**src/rtl/program_sequencer_pkg.sv**
```systemverilog
// program_sequencer_pkg: FSM state and next-PC source encodings shared by the sequencer.
package program_sequencer_pkg;
  typedef enum logic {RUN, HALTED} state_t;
  typedef enum logic [2:0] {INC, JMP, REL, CALL, RET, HOLD} src_t;
endpackage

```
**src/rtl/program_sequencer_ras_stack.sv**
```systemverilog
// ras_stack: return-address LIFO; only the occupancy count is reset, storage is not.
module ras_stack #(
  parameter int ADDR_W    = 16,
  parameter int RAS_DEPTH = 4
) (
  input  logic              clk,
  input  logic              reset,
  input  logic              push,
  input  logic              pop,
  input  logic [ADDR_W-1:0] data_in,
  output logic [ADDR_W-1:0] top,
  output logic              full,
  output logic              empty
);
  localparam int CW = $clog2(RAS_DEPTH + 1);
  localparam int IW = $clog2(RAS_DEPTH);
  logic [ADDR_W-1:0] mem [RAS_DEPTH];
  logic [CW-1:0] count, top_idx;
  assign top_idx = count - CW'(1);
  assign top     = mem[top_idx[IW-1:0]];
  assign full    = count == CW'(RAS_DEPTH);
  assign empty   = count == '0;
  always_ff @(posedge clk or negedge reset)
    if (!reset) count <= '0;
    else count <= (push && !full) ? count + CW'(1) : (pop && !empty) ? count - CW'(1) : count;
  always_ff @(posedge clk)
    if (push && !full) mem[count[IW-1:0]] <= data_in;
endmodule

```
**src/rtl/program_sequencer.sv**
```systemverilog
// program_sequencer: fetch-address generator with halt/stall control, branches and a return-address stack.
module program_sequencer
  import program_sequencer_pkg::*;
#(
  parameter int ADDR_W    = 16,
  parameter int OFF_W     = 8,
  parameter int RAS_DEPTH = 4
) (
  input  logic              clk,
  input  logic              reset,
  input  logic              halt,
  input  logic              resume,
  input  logic              stall,
  input  logic              bnz,
  input  logic              br_rel,
  input  logic              call,
  input  logic              ret,
  input  logic [ADDR_W-1:0] jump_here,
  input  logic [OFF_W-1:0]  offset,
  output logic [ADDR_W-1:0] addr_out,
  output logic              halted,
  output logic              ras_full,
  output logic              ras_empty,
  output logic              ras_err
);
  state_t state, next_state;
  src_t src;
  logic push, pop, err_set;
  logic [ADDR_W-1:0] inc, rel, top, next_addr;
  assign inc    = addr_out + ADDR_W'(1);
  assign rel    = addr_out + ADDR_W'($signed(offset));
  assign halted = state == HALTED;
  ras_stack #(.ADDR_W(ADDR_W), .RAS_DEPTH(RAS_DEPTH)) u_ras (
    .clk(clk), .reset(reset), .push(push), .pop(pop), .data_in(inc),
    .top(top), .full(ras_full), .empty(ras_empty)
  );
  always_comb begin
    next_state = state;
    src        = HOLD;
    push       = 1'b0;
    pop        = 1'b0;
    err_set    = 1'b0;
    if (state == HALTED) next_state = (resume && !halt) ? RUN : HALTED;
    else if (halt) next_state = HALTED;
    else if (!stall) begin
      // ret on an empty stack falls through to a plain increment
      if (ret) begin
        src     = ras_empty ? INC : RET;
        pop     = !ras_empty;
        err_set = ras_empty;
      end else if (call) begin
        src     = CALL;
        push    = !ras_full;
        err_set = ras_full;
      end else src = bnz ? JMP : br_rel ? REL : INC;
    end
    next_addr = src == RET ? top :
                (src == CALL || src == JMP) ? jump_here :
                src == REL ? rel :
                src == INC ? inc : addr_out;
  end
  always_ff @(posedge clk or negedge reset)
    if (!reset) begin
      state    <= RUN;
      addr_out <= '0;
      ras_err  <= 1'b0;
    end else begin
      state    <= next_state;
      addr_out <= next_addr;
      ras_err  <= ras_err | err_set;
    end
endmodule

```
**config.mk**
```make
export PLATFORM = sky130hd
export DESIGN_NAME = program_sequencer
export DESIGN_NICKNAME = d
export VERILOG_FILES = /design/src/rtl/program_sequencer_pkg.sv /design/src/rtl/program_sequencer_ras_stack.sv /design/src/rtl/program_sequencer.sv
export SDC_FILE = /design/constraint.sdc
export NUM_CORES = 1
export LEC_CHECK = 0
export ABC_AREA = 1
export CORE_MARGIN = 1.5
export CORE_UTILIZATION = 30
export DETAILED_ROUTE_END_ITERATION = 12
export PLACE_DENSITY = 0.55
export SYNTH_ARGS = -nofsm -noshare
export SYNTH_HDL_FRONTEND = slang
export SYNTH_SLANG_ARGS = --single-unit
```
**constraint.sdc**
```tcl
create_clock -name clk -period 4.72 [get_ports clk]
set_input_delay 0.944 -clock clk [delete_from_list [all_inputs] [get_ports clk]]
set_output_delay 0.944 -clock clk [all_outputs]
set_load 0.02 [all_outputs]
```
==> results.txt, run 1 <==
Setup CP Type -> flip-flop to primary output
relative slew slack -> 0.2240
crit-path most repeated cell -> inv_1
clock network fraction of design power -> 0.234
input/output buffers -> 52
Slew Viols, Final -> 0
Worst Path Buf+Inv -> 3
chip width -> 135.2 µm
reg2reg end -> addr_out[8]
Seq/Total Area, Yosys -> 0.4668
hold path depth -> 1
outcome -> finished clean
largest fanout on the critical path -> 4
YS warnings -> 0
cell internal pwr -> 2.098 mW
pre-CTS setup slack -> 1.511 ns
Synth Area per Inst -> 8.321 µm²
Total Wirelength -> 14.73 mm
# Post-CTS Setup Buffers -> 0
routed length per instance -> 16.15 µm
synth unique cells -> 42
layout cells sized above 1 -> 0.09607
CTS max path bufs -> 2
clock root buffer -> clkbuf_16
VDD IR max -> 216.2 µV
largest net degree at the start of global routing -> 38
drt first pass iters -> 5
final hold vios -> 0
Num CTS Buffers -> 9
Post-Route Skew -> 0.008727 ns
r2r worst-path depth -> 12
WHS Endpoint -> u_ras.count[2]
Comb pwr share -> 0.455
Final Util -> 0.3696
H-tree depth -> 3
arrival time worst endpoint -> 2.06 ns
1st-iter DRT viols -> 391
vias in the first global route -> 4,472
I/O pin total -> 53
CP max stage cell -> clkdlybuf4s50_1
RSZ-0062 raised after global routing -> no
Post-Synthesis Cells -> 630
sw frac -> 0.4119
Syn-to-layout area delta -> 21.10%
GRT Total Usage -> 0.1692
post-route cell area -> 6349 µm²
worst skew pair latency -> 0.34 ns
CTS Sinks -> 85
Synth Register Bits -> 85
CP Data Required Time -> 3.78 ns
Die Y -> 135.2 µm
slew of the pin with the lowest slew margin -> 1.160 ns
Post-DP Area -> 5988 µm²
Final WS setup -> 1.720 ns
DPL Wire Length -> 10.72 mm
Main synth FF type -> edfxtp_1
routed vias -> 4,462
final setup violation count -> 0
Core Rows -> 48
slowest stage delay, CP -> 0.67 ns
hold_sp -> u_ras.count[2]
Final Cycle Share -> 0.6357
Starting Density -> 0.3052
cts hold-fix bufs -> 0
sequential share of power -> 0.311
pwr/cell area -> 562.0 nW/µm²
post-layout minimum cycle time -> 3.000 ns
CTS tree -> done
Post-synth EDFFs -> 64
R2R Setup Slk -> 2.41 ns
r2r startpoint -> u_ras.count[1]
die area -> 18,280 µm²
startpoint types -> flip-flop
MaxCap Viol Count -> 0
leak pwr -> 2.706 nW
switching pwr -> 1.470 mW
vias per cell -> 4.893
Core ar. -> 17,180 µm²
ys async rst share -> 0.2471
Syn Nets -> 685
GRT overflow -> 0
worst-path cell chain -> inv_1 > ha_1 > inv_1 > nor2_1 > clkdlybuf4s50_1
Residual DRC -> 0
Top delay family on crit path -> buffers and inverters
DRT antenna net count -> 0
Cell Area, Synth -> 5243 µm²
# resized after CTS -> 0
Placer Congestion -> 0.8839
clock slew at reported path FFs -> 0.06 ns
Hold Crit Class -> flip-flop to flip-flop
CP endpoint kind -> primary output
fin nets -> 737
initial antenna violation count -> 0
Fin Setup TNS -> 0 ns
first-pass GRT wire length -> 23.75 mm
Max Fclk -> 0.3333 GHz
ANT cells -> 0
[registers in the layout, summed over array words and instances, names as in the netlist]
| signal | cells |
|---|---|
| addr_out | 16 |
| halted | 1 |
| u_ras.mem | 64 |
| u_ras.count | 3 |
| ras_err | 1 |
[logic make-up (layout without fill, tap and decap cells)]
family / after synthesis / count (layout) / share of synthesized area
compound gates: 96 / 96 / 0.1076
simple gates: 314 / 314 / 0.2671
xor+xnor: 13 / 13 / 0.02315
buf+inv: 100 / 157 / 0.08139
flops: 85 / 85 / 0.4668
fa+ha+maj: 22 / 22 / 0.05394
[final cells by class]
type | instances | area (µm²)
Clock buffer | 13 | 270.3
Clock inverter | 3 | 90.09
Fill cell | 1776 | 10830
Inverter | 80 | 302.8
Multi-Input combinational cell | 445 | 2369
Sequential cell | 85 | 2447
Tap cell | 225 | 281.5
Timing Repair Buffer | 61 | 588.1
[power by group through the flow]
stage | clock, mW | combinational, mW | sequential (mW)
finish | 0.835 | 1.62 | 1.11
global route | 0.872 | 1.83 | 1.12
CTS | 0.846 | 1.63 | 1.11
detailed placement | 0 | 1.62 | 1.12
global placement | 0 | 1.60 | 1.12
floorplan | 0 | 1.03 | 1.14
[per-stage QoR]
step | hold WS (ns) | power (mW) | std cells
2_1_floorplan | 0.4680 | 2.177 | 630
3_3_place_gp | 0.4906 | 2.721 | 896
3_5_place_dp | 0.4936 | 2.742 | 896
4_1_cts | 0.5053 | 3.583 | 912
5_1_grt | 0.5108 | 3.820 | 912
6_report | 0.5075 | 3.568 | 912
[how the worst max path moves through the flow]
stage / startpoint / to / slack, ns / depth (start not counted)
final: u_ras.count[1] / ras_empty / 1.72 / 5
after global routing: u_ras.count[1] / ras_empty / 1.58 / 5
after CTS: u_ras.count[1] / ras_empty / 1.68 / 5
after detailed placement: halt / addr_out[0] / 1.51 / 9
after global placement: offset[7] / addr_out[15] / 1.50 / 11
after floorplan: stall / u_ras.count[2] / 2.06 / 9
[synth_stat cells (5+ instances only)]
library cell	n	area share
nand3_1	45	0.043
o22ai_1	9	0.011
ha_1	21	0.050
dfrtp_1	21	0.10
nand2_2	6	0.0072
o21ai_0	29	0.028
nor2_4	5	0.011
buf_2	6	0.0057
o21ai_1	9	0.0086
nor3_2	5	0.0095
inv_1	69	0.049
xor2_1	10	0.017
inv_2	10	0.0072
nand2_1	159	0.11
nand4_1	11	0.013
buf_6	5	0.011
edfxtp_1	64	0.37
clkbuf_1	5	0.0036
a21oi_1	28	0.027
nor2_1	67	0.048
[cells in the final DEF (no fill, tap or decap), drive strengths merged, types with 4 or more instances in the layout]
master,synthesis,layout
nand2,165,165
inv,80,80
nor2,75,75
edfxtp,64,64
clkdlybuf4s50,0,52
nand3,47,47
o21ai,40,40
a21oi,29,29
ha,21,21
dfrtp,21,21
clkbuf,5,13
nand4,11,11
xor2,10,10
o22ai,9,9
buf,15,9
nor3,9,9
o21bai,4,4
o221ai,4,4
or2,4,4
[routing by layer]
layer | wire [µm] | track usage | up-vias
li1 | - | - | 2203
met1 | 7062 | 0.2326 | 2115
met2 | 6670 | 0.2698 | 124
met3 | 699 | 0.02619 | 20
met4 | 299 | 0.06213 | 0
met5 | 0 | 0 | -
No activity file was read; power rests on OpenSTA's default activity.
==> run 2: changes to the inputs <==
==> constraint.sdc (replaced) <==
create_clock -name clk -period 2.85 [get_ports clk]
set_input_delay 0.57 -clock clk [delete_from_list [all_inputs] [get_ports clk]]
set_output_delay 0.57 -clock clk [all_outputs]
set_load 0.02 [all_outputs]
==> results.txt, run 2 (synthesis results as in run 1) <==
chip width -> 135.2 µm
# resized after CTS -> 0
Placer Congestion -> 0.8637
relative slew slack -> 0.6268
max reg flops -> 64
pwr/cell area -> 900.2 nW/µm²
# Post-CTS Setup Buffers -> 0
largest fanout on the critical path -> 4
sw frac -> 0.4213
worst-path cell chain -> inv_1 > ha_1 > inv_1 > nor2_1 > clkdlybuf4s50_1
CP max stage cell -> clkdlybuf4s50_1
clock network fraction of design power -> 0.219
Core Rows -> 48
CP Data Required Time -> 2.28 ns
1st-iter DRT viols -> 335
GRT Total Usage -> 0.1799
commonest cells after routing, fill and taps aside -> nand2_1 (159), inv_1 (69), nor2_1 (67)
outcome -> finished clean
switching pwr -> 2.445 mW
WHS Endpoint -> ras_err
largest net degree at the start of global routing -> 38
Post-Route Skew -> 0.007508 ns
r2r startpoint -> u_ras.count[1]
reg2reg end -> addr_out[10]
layout cells sized above 1 -> 0.1117
worst skew pair latency -> 0.34 ns
Num CTS Buffers -> 9
clock root buffer -> clkbuf_16
startpoint types -> flip-flop
Total Wirelength -> 15.69 mm
Top delay family on crit path -> buffers and inverters
I/O pin total -> 53
hold path depth -> 1
first-pass GRT wire length -> 24.93 mm
die area -> 18,280 µm²
CTS Sinks -> 85
Fin Setup TNS -> 0 ns
Core ar. -> 17,180 µm²
slowest stage delay, CP -> 0.66 ns
Comb pwr share -> 0.467
drt first pass iters -> 5
CTS max path bufs -> 2
Final Cycle Share -> 0.8952
ANT cells -> 0
arrival time worst endpoint -> 1.98 ns
Starting Density -> 0.3052
crit-path most repeated cell -> inv_1
vias in the first global route -> 4,527
leading cell type in the layout, fill and taps excluded -> nand2_1
RSZ-0062 raised after global routing -> no
Max Fclk -> 0.3919 GHz
CTS tree -> done
hold_sp -> ras_err
CP endpoint kind -> primary output
post-layout minimum cycle time -> 2.551 ns
leak pwr -> 2.752 nW
Slew Viols, Final -> 0
Hold Crit Class -> flip-flop to flip-flop
GRT overflow -> 0
routed vias -> 4,564
final setup violation count -> 0
Setup CP Type -> flip-flop to primary output
DPL Wire Length -> 11.15 mm
Worst Path Buf+Inv -> 3
r2r worst-path depth -> 13
clock slew at reported path FFs -> 0.06 ns
slew of the pin with the lowest slew margin -> 0.5585 ns
routed length per instance -> 17.00 µm
input/output buffers -> 52
sequential share of power -> 0.314
R2R Setup Slk -> 0.63 ns
final hold vios -> 0
MaxCap Viol Count -> 0
Die Y -> 135.2 µm
initial antenna violation count -> 0
Power Total -> 5.803 mW
vias per cell -> 4.945
Syn-to-layout area delta -> 22.96%
VDD IR max -> 376.1 µV
Residual DRC -> 0
DRT antenna net count -> 0
cts hold-fix bufs -> 0
cell internal pwr -> 3.358 mW
fin nets -> 748
H-tree depth -> 3
## run 2: layout make-up
| type | count | area (µm²) |
|---|---|---|
| fill | 1770 | 10730 |
| sequential | 85 | 2447 |
| multi-input combinational | 445 | 2369 |
| timing repair buffer | 72 | 720.7 |
| inverter | 80 | 302.8 |
| tap | 225 | 281.5 |
| clock buffer | 10 | 239.0 |
| clock inverter | 6 | 86.33 |
## run 2: worst max-delay path by stage
stage / to / depth (start not counted) / start
final: ras_empty / 5 / u_ras.count[1]
after global routing: addr_out[13] / 14 / offset[7]
after CTS: ras_empty / 5 / u_ras.count[1]
after detailed placement: addr_out[15] / 12 / offset[7]
after global placement: addr_out[15] / 12 / offset[7]
after floorplan: u_ras.count[2] / 11 / u_ras.count[0]
## run 2: layer usage
| metal | track usage | share of wire | vias to the layer above | wire [µm] |
|---|---|---|---|---|
| met4 | 0.06332 | 0.014 | 0 | 226 |
| met2 | 0.3002 | 0.49 | 127 | 7719 |
| met3 | 0.02245 | 0.042 | 13 | 659 |
| met5 | 0 | 0 | - | 0 |
| met1 | 0.2409 | 0.45 | 2209 | 7089 |
| li1 | - | - | 2215 | - |
## run 2: per-stage QoR
stage / std cells / util / hold WS (ns) / area (µm²) / setup WS [ns]
detailed placement: 907 / 0.3564 / 0.4859 / 6121 / -0.01015
global route: 923 / 0.3753 / 0.5325 / 6446 / 0.1241
CTS: 923 / 0.3753 / 0.5202 / 6446 / 0.2521
finish: 923 / 0.3753 / 0.5054 / 6446 / 0.2986
global placement: 907 / 0.3564 / 0.4876 / 6121 / 0.009948
floorplan: 630 / - / 0.2744 / 5243 / 0.3019
## run 2: worst register-to-register path: cells and delay by family (launching register included)
kind | cells | cell delay [ns]
flip-flops | 1 | 0.40
adder cells (fa/ha/maj) | 1 | 0.20
AND/OR/NAND/NOR | 6 | 0.55
AO/OA/AOI/OAI | 1 | 0.15
buffers and inverters | 5 | 0.84
## run 2: power by group through the flow
stage               registers, mW  logic (mW)  clock network (mW)
global placement             1.85        2.65                   0
detailed placement           1.85        2.70                   0
finish                       1.82        2.71                1.27
global route                 1.86        3.05                1.34
CTS                          1.83        2.72                1.29
floorplan                    1.89        1.71                   0
